===== src/rtl/sequence_scorer.sv =====
// sequence_scorer
//   Compares a user-entered symbol sequence against the expected sequence and
//   reports a match count (point_score), a Kendall inversion distance and a
//   registered pass/fail verdict. One compare per clock, start/done handshake.
//
//   Ports:
//     clock, reset      system clock, synchronous active-high reset
//     start             single-cycle request, accepted only in IDLE or DONE
//     expected_seq      ROUNDS symbols, element k at [k*SYM_W +: SYM_W]
//     input_seq         user symbols, same packing
//     busy              high in LOAD/MATCH/INVERT/DECIDE
//     done              level, high in DONE until next accepted start / reset
//     pass, fail        registered verdict and its complement (0 until decided)
//     point_score       number of matched expected symbols
//     kendall_distance  number of order inversions among matched symbols
//
//   Optional feature macro: SEQUENCE_SCORER_EARLY_EXIT_EN
//     When defined, a run whose match count is already below MIN_SCORE at the
//     end of MATCH skips INVERT and goes straight to DECIDE (distance reads 0).
//
//   Cycle budget: the accepting edge latches the operands, and the LOAD cycle
//   carries the first (0,0) comparison, so the ROUNDS*ROUNDS compares occupy
//   LOAD plus ROUNDS*ROUNDS-1 MATCH cycles. done therefore rises
//   1 + ROUNDS^2 + ROUNDS*(ROUNDS-1)/2 edges after the accepting edge.
module sequence_scorer #(
  parameter int ROUNDS         = 6,
  parameter int SYM_W          = 5,
  parameter int MIN_SCORE      = 5,
  parameter int MAX_INVERSIONS = 2
) (
  input  logic                                          clock,
  input  logic                                          reset,
  input  logic                                          start,
  input  logic [ROUNDS*SYM_W-1:0]                       expected_seq,
  input  logic [ROUNDS*SYM_W-1:0]                       input_seq,
  output logic                                          busy,
  output logic                                          done,
  output logic                                          pass,
  output logic                                          fail,
  output logic [$clog2(ROUNDS+1)-1:0]                   point_score,
  output logic [$clog2(ROUNDS*(ROUNDS-1)/2+1)-1:0]      kendall_distance
);

  localparam int PAIRS = ROUNDS * (ROUNDS - 1) / 2;
  localparam int SC_W  = $clog2(ROUNDS + 1);
  localparam int KD_W  = $clog2(PAIRS + 1);
  localparam int IW    = $clog2(ROUNDS);
  localparam int PW    = $clog2(ROUNDS + 1);

  localparam logic [IW-1:0] LAST      = IW'(ROUNDS - 1);
  localparam logic [IW-1:0] PENULT    = IW'(ROUNDS - 2);
  // Position value for an expected symbol that found no partner; it is larger
  // than any real index, so it can never be the smaller side of an inversion.
  localparam logic [PW-1:0] NOT_FOUND = PW'(ROUNDS);

  typedef enum logic [2:0] {
    S_IDLE, S_LOAD, S_MATCH, S_INVERT, S_DECIDE, S_DONE
  } state_t;

  state_t                          state_q, state_d;
  logic [ROUNDS-1:0][SYM_W-1:0]    exp_q, exp_d;
  logic [ROUNDS-1:0][SYM_W-1:0]    inp_q, inp_d;
  logic [ROUNDS-1:0][PW-1:0]       pos_q, pos_d;
  logic [ROUNDS-1:0]               used_q, used_d;
  logic [IW-1:0]                   i_q, i_d;
  logic [IW-1:0]                   j_q, j_d;
  logic [SC_W-1:0]                 score_q, score_d;
  logic [KD_W-1:0]                 kd_q, kd_d;
  logic                            busy_q, busy_d;
  logic                            done_q, done_d;
  logic                            pass_q, pass_d;
  logic                            fail_q, fail_d;
  logic                            verdict;

  always_comb begin
    state_d = state_q;
    exp_d   = exp_q;
    inp_d   = inp_q;
    pos_d   = pos_q;
    used_d  = used_q;
    i_d     = i_q;
    j_d     = j_q;
    score_d = score_q;
    kd_d    = kd_q;
    done_d  = done_q;
    pass_d  = pass_q;
    fail_d  = fail_q;
    verdict = (int'(score_q) >= MIN_SCORE) && (int'(kd_q) <= MAX_INVERSIONS);

    case (state_q)
      S_IDLE, S_DONE: begin
        if (start) begin
          state_d = S_LOAD;
          exp_d   = expected_seq;
          inp_d   = input_seq;
          pos_d   = {ROUNDS{NOT_FOUND}};
          used_d  = '0;
          i_d     = '0;
          j_d     = '0;
          score_d = '0;
          kd_d    = '0;
          done_d  = 1'b0;
          pass_d  = 1'b0;
          fail_d  = 1'b0;
        end
      end

      S_LOAD, S_MATCH: begin
        // Greedy pairing: each expected symbol claims the lowest unused input
        // slot holding the same value; later j for the same i are no-ops.
        if (pos_q[i_q] == NOT_FOUND && !used_q[j_q] && inp_q[j_q] == exp_q[i_q]) begin
          pos_d[i_q]  = PW'(j_q);
          used_d[j_q] = 1'b1;
          score_d     = score_q + SC_W'(1);
        end
        state_d = S_MATCH;
        if (i_q == LAST && j_q == LAST) begin
          state_d = S_INVERT;
          i_d     = '0;
          j_d     = IW'(1);
`ifdef SEQUENCE_SCORER_EARLY_EXIT_EN
          if (int'(score_d) < MIN_SCORE) state_d = S_DECIDE;
`endif
        end else if (j_q == LAST) begin
          i_d = i_q + IW'(1);
          j_d = '0;
        end else begin
          j_d = j_q + IW'(1);
        end
      end

      S_INVERT: begin
        if (pos_q[i_q] != NOT_FOUND && pos_q[i_q] > pos_q[j_q])
          kd_d = kd_q + KD_W'(1);
        if (i_q == PENULT && j_q == LAST) begin
          state_d = S_DECIDE;
        end else if (j_q == LAST) begin
          i_d = i_q + IW'(1);
          j_d = i_q + IW'(2);
        end else begin
          j_d = j_q + IW'(1);
        end
      end

      S_DECIDE: begin
        pass_d  = verdict;
        fail_d  = !verdict;
        done_d  = 1'b1;
        state_d = S_DONE;
      end

      default: state_d = S_IDLE;
    endcase

    busy_d = (state_d == S_LOAD) || (state_d == S_MATCH) ||
             (state_d == S_INVERT) || (state_d == S_DECIDE);
  end

  always_ff @(posedge clock) begin
    if (reset) begin
      state_q <= S_IDLE;
      exp_q   <= '0;
      inp_q   <= '0;
      pos_q   <= '0;
      used_q  <= '0;
      i_q     <= '0;
      j_q     <= '0;
      score_q <= '0;
      kd_q    <= '0;
      busy_q  <= 1'b0;
      done_q  <= 1'b0;
      pass_q  <= 1'b0;
      fail_q  <= 1'b0;
    end else begin
      state_q <= state_d;
      exp_q   <= exp_d;
      inp_q   <= inp_d;
      pos_q   <= pos_d;
      used_q  <= used_d;
      i_q     <= i_d;
      j_q     <= j_d;
      score_q <= score_d;
      kd_q    <= kd_d;
      busy_q  <= busy_d;
      done_q  <= done_d;
      pass_q  <= pass_d;
      fail_q  <= fail_d;
    end
  end

  assign busy             = busy_q;
  assign done             = done_q;
  assign pass             = pass_q;
  assign fail             = fail_q;
  assign point_score      = score_q;
  assign kendall_distance = kd_q;

endmodule


===== config.mk =====
export PLATFORM = sky130hd
export DESIGN_NAME = sequence_scorer
export DESIGN_NICKNAME = d
export VERILOG_FILES = /design/src/rtl/sequence_scorer.sv
export SDC_FILE = /design/constraint.sdc
export NUM_CORES = 1
export LEC_CHECK = 0
export BUFFER_PORTS_ARGS = -buffer_cell sky130_fd_sc_hd__buf_2
export CORE_MARGIN = 5
export CORE_UTILIZATION = 50
export CTS_CLUSTER_DIAMETER = 60
export DETAILED_ROUTE_END_ITERATION = 8
export PLACE_DENSITY = 0.71
export SLEW_MARGIN = 20
export SYNTH_ARGS = -nofsm -noshare
export SYNTH_HDL_FRONTEND = slang
export SYNTH_SLANG_ARGS = --single-unit

===== constraint.sdc =====
create_clock -name clock -period 3.4 [get_ports clock]
set_input_delay 0.34 -clock clock [delete_from_list [all_inputs] [get_ports clock]]
set_output_delay 0.34 -clock clock [all_outputs]
set_load 0.005 [all_outputs]

[Yosys cells after proc, flatten, opt, wreduce, memory -nomap -nowiden]
Cells that the tools add are included.
W data, S select, Z words.
Word-level totals
  bits in registers: 104
  bits of input ports: 63
  output and inout bits: 11
  word-level logic and storage cells: 129
Operators by class
  add/subtract/negate cells: 5
  $lt $le $gt $ge: 7
  equality and inequality tests: 19
  muxes and demuxes: 44
  bitwise logic cells: 1
  reduce and logical (&&, ||, !) cells: 25
Operator list (count)
  $mux W3: 14
  $mux W18: 2
  $pmux W18 S2: 1
  $bmux W5 S3: 2
  $eq A3 B3 Y1 const B: 7
  $bmux W3 S3: 2
  $bwmux W18: 1
  $pmux W3 S3: 2
  $eq A3 B2 Y1 const B: 4
  $mux W6: 2
  $pmux W3 S4: 1
  $pmux W6 S2: 1
  $mux W5: 2
  $add A3 B1 Y3 const B: 3
  $demux W3 S3: 1
  $reduce_and A3 Y1: 3
  $logic_and A1 B1 Y1: 8
  $lt A3 B4 Y1 const B: 2
  $mux W4: 2
  $ne A2 B2 Y1 const B: 4
  $pmux W4 S2: 1
  $eq A3 B1 Y1 const B: 2
  $ge A3 B1 Y1 const B: 2
  $or A6 B6 Y6: 1
  other kinds (19): 31

[Logic depth before layout (Yosys ltp)]
  depth in word-level cells: 8
  gate-level depth with buffers: 15
  gate-level depth less buffers: 13

[Least setup slack after synthesis]
Ideal clock, no wire load.
  path type: register to register
  from: register j_q[0]
  to: register kd_q[1], in the netlist kendall_distance[1]
  setup time: 0.128 ns
  data arrival time: 2.734 ns
  required time: 3.272 ns
  path slack: 0.539 ns
  cell stages (with the launch flop): 14
  path buffers: 3
  period minus slack after synthesis: 2.861 ns
  cell sequence: dfxtp_1 > clkbuf_1 > buf_1 > clkbuf_1 > nor2_1 > a221oi_1 > ha_1 > nor2b_1 > o21ai_0 > nand2b_1 > a31oi_1 > nand2_1 > mux2i_1 > nor2_1
On the way
  longest elaborated chain between the ends: 6
RTL lines
  from (decl): line 66  | logic [IW-1:0] j_q, j_d;
  from (signal assigned): line 181  | j_q <= j_d;
  $bmux W3 S3: line 133  | if (pos_q[i_q] != NOT_FOUND && pos_q[i_q] > pos_q[j_q])
  $mux W3 (implied by the code): line 133
  $gt A3 B3 Y1: line 133
  $logic_and A1 B1 Y1: line 133
  $ne A2 B2 Y1 (no line)
  $reduce_and A3 Y1 (no line)
  to (signal assigned): line 183  | kd_q <= kd_d;
  to (decl): line 68  | logic [KD_W-1:0] kd_q, kd_d;
No other way between the ends. The select of a mux whose other input is x is not followed.
A chain may end at the register's enable or synchronous reset.

[Worst setup path in the final report]
  from: register i_q[1]
  to: register kd_q[0], in the netlist kendall_distance[0]
On the way
  longest elaborated chain between the ends: 6
  elaborated cells on any way between the ends: 7
  those cells by class: order compare (1); eq/ne (2); mux (2); reduce/logical (2)
RTL lines
  from (decl): line 65  | logic [IW-1:0] i_q, i_d;
  from (signal assigned): line 180  | i_q <= i_d;
  $bmux W3 S3 *: line 133
  $mux W3 (implied by the code) *: line 133
  $gt A3 B3 Y1 / $ne A3 B3 Y1 (equally long branches): line 133
  $logic_and A1 B1 Y1 *: line 133
  $ne A2 B2 Y1 (no line) *
  $reduce_and A3 Y1 (no line) *
Mark *: on every way between the ends. The rest lies on a longest branch, timed or not. The select of a mux whose other input is x is not followed.

==> results.md <==
* Worst Path Arrival at 3.32 ns
* Cell area after placement at between 0.005 and 0.006 sq mm
* Cell count after synthesis at between 600 and 700
* Largest net degree at the start of global routing at 62
* R2R Setup Slk at between 0.3 and 0.4 ns
* Max-cap violations at 0
* Hold Path Class: input port to flop
* Die area at about 0.013 sq mm
* Dpl hpwl at roughly 9.8 mm
* CTS Sinks at around 100
* DRT Wirelength at between 10 and 15 mm
* I/O Buffers at 73
* CTS clock-pin slew for the worst setup and hold paths at 0.09 ns
* Final hold violations at 0
* Overflow after GRT at 0
* Crit Path Category: flop to flop
* H-tree levels at 3
* Root buf cell: clkbuf_8
* Post-Syn Area at roughly 0.0053 sq mm
* Final Setup Violations at 0
* DRC Markers at 0
* R2r endpoint: kendall_distance[0]$_SDFFE_PP0P_
* Gp weighted congestion at approximately 0.99
* CP max stage cell: dfxtp_1
* Launch point of the worst reg-to-reg path: i_q[1]$_SDFFE_PP0P_
* First-pass GRT wire length at ~22 mm
* Diodes inserted at 0
* Crit path launch type: flop
* Router iterations before antenna repair at 4
* Worst Path Buf+Inv at 1
* Worst Setup End Kind: flop
* Post-cts sizing count at 0
* Average size of a mapped cell at around 8 sq um
* Ordered cell list for the critical path: mux4_2 -> a2bb2oi_1 -> inv_1 -> ha_1 -> nor2b_1 -> o21ai_0 -> nand2b_1 -> a31oi_1 -> nand2_1 -> xnor2_1 -> nor2_1
* Beginning of the critical path: i_q[1]$_SDFFE_PP0P_
* Post-CTS Hold Buffers at 0
* Rel. slew slack at 0.304
* Sw power at just over 0.7 mW
* Critical path's largest stage delay at roughly 0.80 ns
* Synthesis-to-finish area growth at 12.5%
* Slew Limit Fails at 0
* Outcome: completed
* RSZ-0062 raised after global routing: false
* Hold Path End: exp_q[6]$_SDFFE_PP0P_
* Most frequent cells in the layout: nand2_1 (154), dfxtp_1 (104), a21oi_1 (93)
* Max FO, Critical Path at 20
* Sw Ratio at 0.272
* Design Area, Final at approximately 0.006 sq mm
* Leading area contributor after synthesis: dfxtp_1
* Total Routing Usage GR at 0.211
* Initial Utilization at 0.512
* Final #Nets at between 700 and 800
* DRT antenna net count at 0
* Syn_nets at roughly 730
* Die width at 113 um
* TritonCTS buffer count at 9
* Vias at approximately 4800
* Rows at 37
* Peak supply drop at approximately 0.23 mV
* Clock latency on the worst-skew pair at roughly 0.36 ns
* Distinct cells, synth at 53
* Async S/R FF share, synth at 0
* Setup TNS Final at 0 ns
* Initial antenna violation count at 0
* Required @ worst endpoint at between 3 and 4 ns
* Commonest non-fill, non-tap cell in the layout: nand2_1
* FF-to-FF path depth at 11
* Synth area leaders: dfxtp_1 (40%), nand2_1 (11%), a21oi_1 (8.8%)
* Tmin final at 3.08 ns
* Number of global-route vias before repair at 4647
* Post-synth EDFFs at 0
* Layout cells sized above 1 at 0.183
* Pwr/cell area at between 400 and 500 mW/mm^2
* CTS tree: built
* Iter 0 DRT Violations at a little over 300
* Yosys Warn Count at 0
* Clk buf depth at 2
* Slew @ Worst Pin at 1.04 ns
* Chip height at between 100 and 150 um
* Post-synthesis register bit count at about 100
* Leak at roughly 2.2 nW
* Sequential Power Share at 0.520
* Min-Delay Path Depth at 3
* Sequential area share after synthesis at 0.395
* Via/cell ratio at ~5.7
* Top cell type's share of synthesized area at 0.395
* Setup bufs post-CTS at 0
* Combinational fraction of design power at 0.159
* CP delay by family, top: flip-flops
* IO Count at 74
* Final worst path period share at 0.906
* FMAX at roughly 320 MHz
* Wire per inst at 15.8 um
* Most used flip-flop cell after synthesis: dfxtp_1
* Hold path startpoint: expected_seq[6]
* Clock Power Share at 0.321
* Core area at a little over 0.01 sq mm
* Cell Int Power at roughly 1.9 mW
* Post-Route Skew at approximately 0.0067 ns
## metal layers
metal | vias to the layer above | wire [um] | GRT usage
met5 | - | 0 | 0
met4 | 0 | 382 | 0.0913
met3 | 26 | 867 | 0.0507
met2 | 153 | 6140 | 0.332
met1 | 2234 | 5900 | 0.276
li1 | 2369 | - | -
## layout make-up
class | instances | area [sq um]
Clock buffer | 11 | 141
Inverter | 9 | 33.8
Clock inverter | 3 | 67.6
Timing Repair Buffer | 90 | 493
Fill cell | 968 | 4350
Multi-Input combinational cell | 486 | 2940
Sequential cell | 104 | 2080
Tap cell | 136 | 170
## power groups by stage
stage	logic, mW	registers [mW]	clock network (mW)
after floorplan	0.302	1.35	0
after global placement	0.393	1.37	0
after detailed placement	0.407	1.37	0
after CTS	0.409	1.34	0.850
after global routing	0.460	1.35	0.903
final	0.411	1.34	0.832
## worst max path at each step
| stage | cells after the start | slack, ns | to |
|---|---|---|---|
| detailed placement | 11 | 0.41 | kendall_distance[0]$_SDFFE_PP0P_ |
| finish | 11 | 0.32 | kendall_distance[0]$_SDFFE_PP0P_ |
| global placement | 10 | 0.56 | pos_q[7]$_SDFFE_PP0P_ |
| CTS | 11 | 0.33 | kendall_distance[0]$_SDFFE_PP0P_ |
| global route | 11 | 0.10 | kendall_distance[0]$_SDFFE_PP0P_ |
| floorplan | 13 | 0.54 | kendall_distance[1]$_SDFFE_PP0P_ |
## worst register-to-register path, cell delays in order, from the launching register on
cell and delay [ns]:
dfxtp_1 0.80, mux4_2 0.41, a2bb2oi_1 0.22, inv_1 0.07
ha_1 0.30, nor2b_1 0.15, o21ai_0 0.18, nand2b_1 0.09
a31oi_1 0.30, nand2_1 0.20, xnor2_1 0.19, nor2_1 0.06
## metrics by stage
stage                     utilization  power, mW  hold WS, ns  setup slack [ns]  std cells
final                           0.577       2.59        0.204             0.318        839
after global routing            0.577       2.72        0.193             0.101        839
after CTS                       0.577       2.60        0.187             0.327        839
after detailed placement        0.556       1.78        0.444             0.408        825
after global placement          0.556       1.76        0.439             0.562        825
after floorplan                     -       1.65        0.432             0.539        647
## registers in the layout (all words and copies together), names as in the netlist, 3 cells and up
name and flops:
used_q 6, j_q 3, pos_q 18, exp_q 30
inp_q 30, point_score 3, kendall_distance 4, i_q 3
state_q 3
## cell families (layout without fill, tap and decap cells)
logic type | after synthesis | in the layout | share of synthesized area
AOI/OAI and AO/OA | 176 | 176 | 0.213
xor gates and xnor gates | 9 | 9 | 0.0150
adders and majority gates | 15 | 15 | 0.0356
buffers and inverters | 57 | 113 | 0.0473
DFF | 104 | 104 | 0.395
muxes | 32 | 32 | 0.0801
and+or+nand+nor | 254 | 254 | 0.213
## cell usage after synthesis, types with 4 or more instances
library cell / count
a311oi_1: 9
o221ai_1: 4
xnor2_1: 7
inv_1: 7
a31oi_1: 9
o21bai_1: 8
buf_2: 10
mux4_2: 6
a21oi_1: 93
nor3b_1: 5
ha_1: 15
clkbuf_1: 30
nand3_1: 4
nor2_1: 42
buf_1: 5
nand2_1: 155
nor3_1: 8
nand3b_1: 5
a311oi_2: 4
dfxtp_1: 104
nand2b_1: 13
mux2i_1: 17
o21ai_0: 13
a211oi_1: 4
o22ai_1: 4
a22oi_1: 5
mux2_2: 8
nor2b_1: 6
Note: power is estimated with default switching activity, not from simulation.
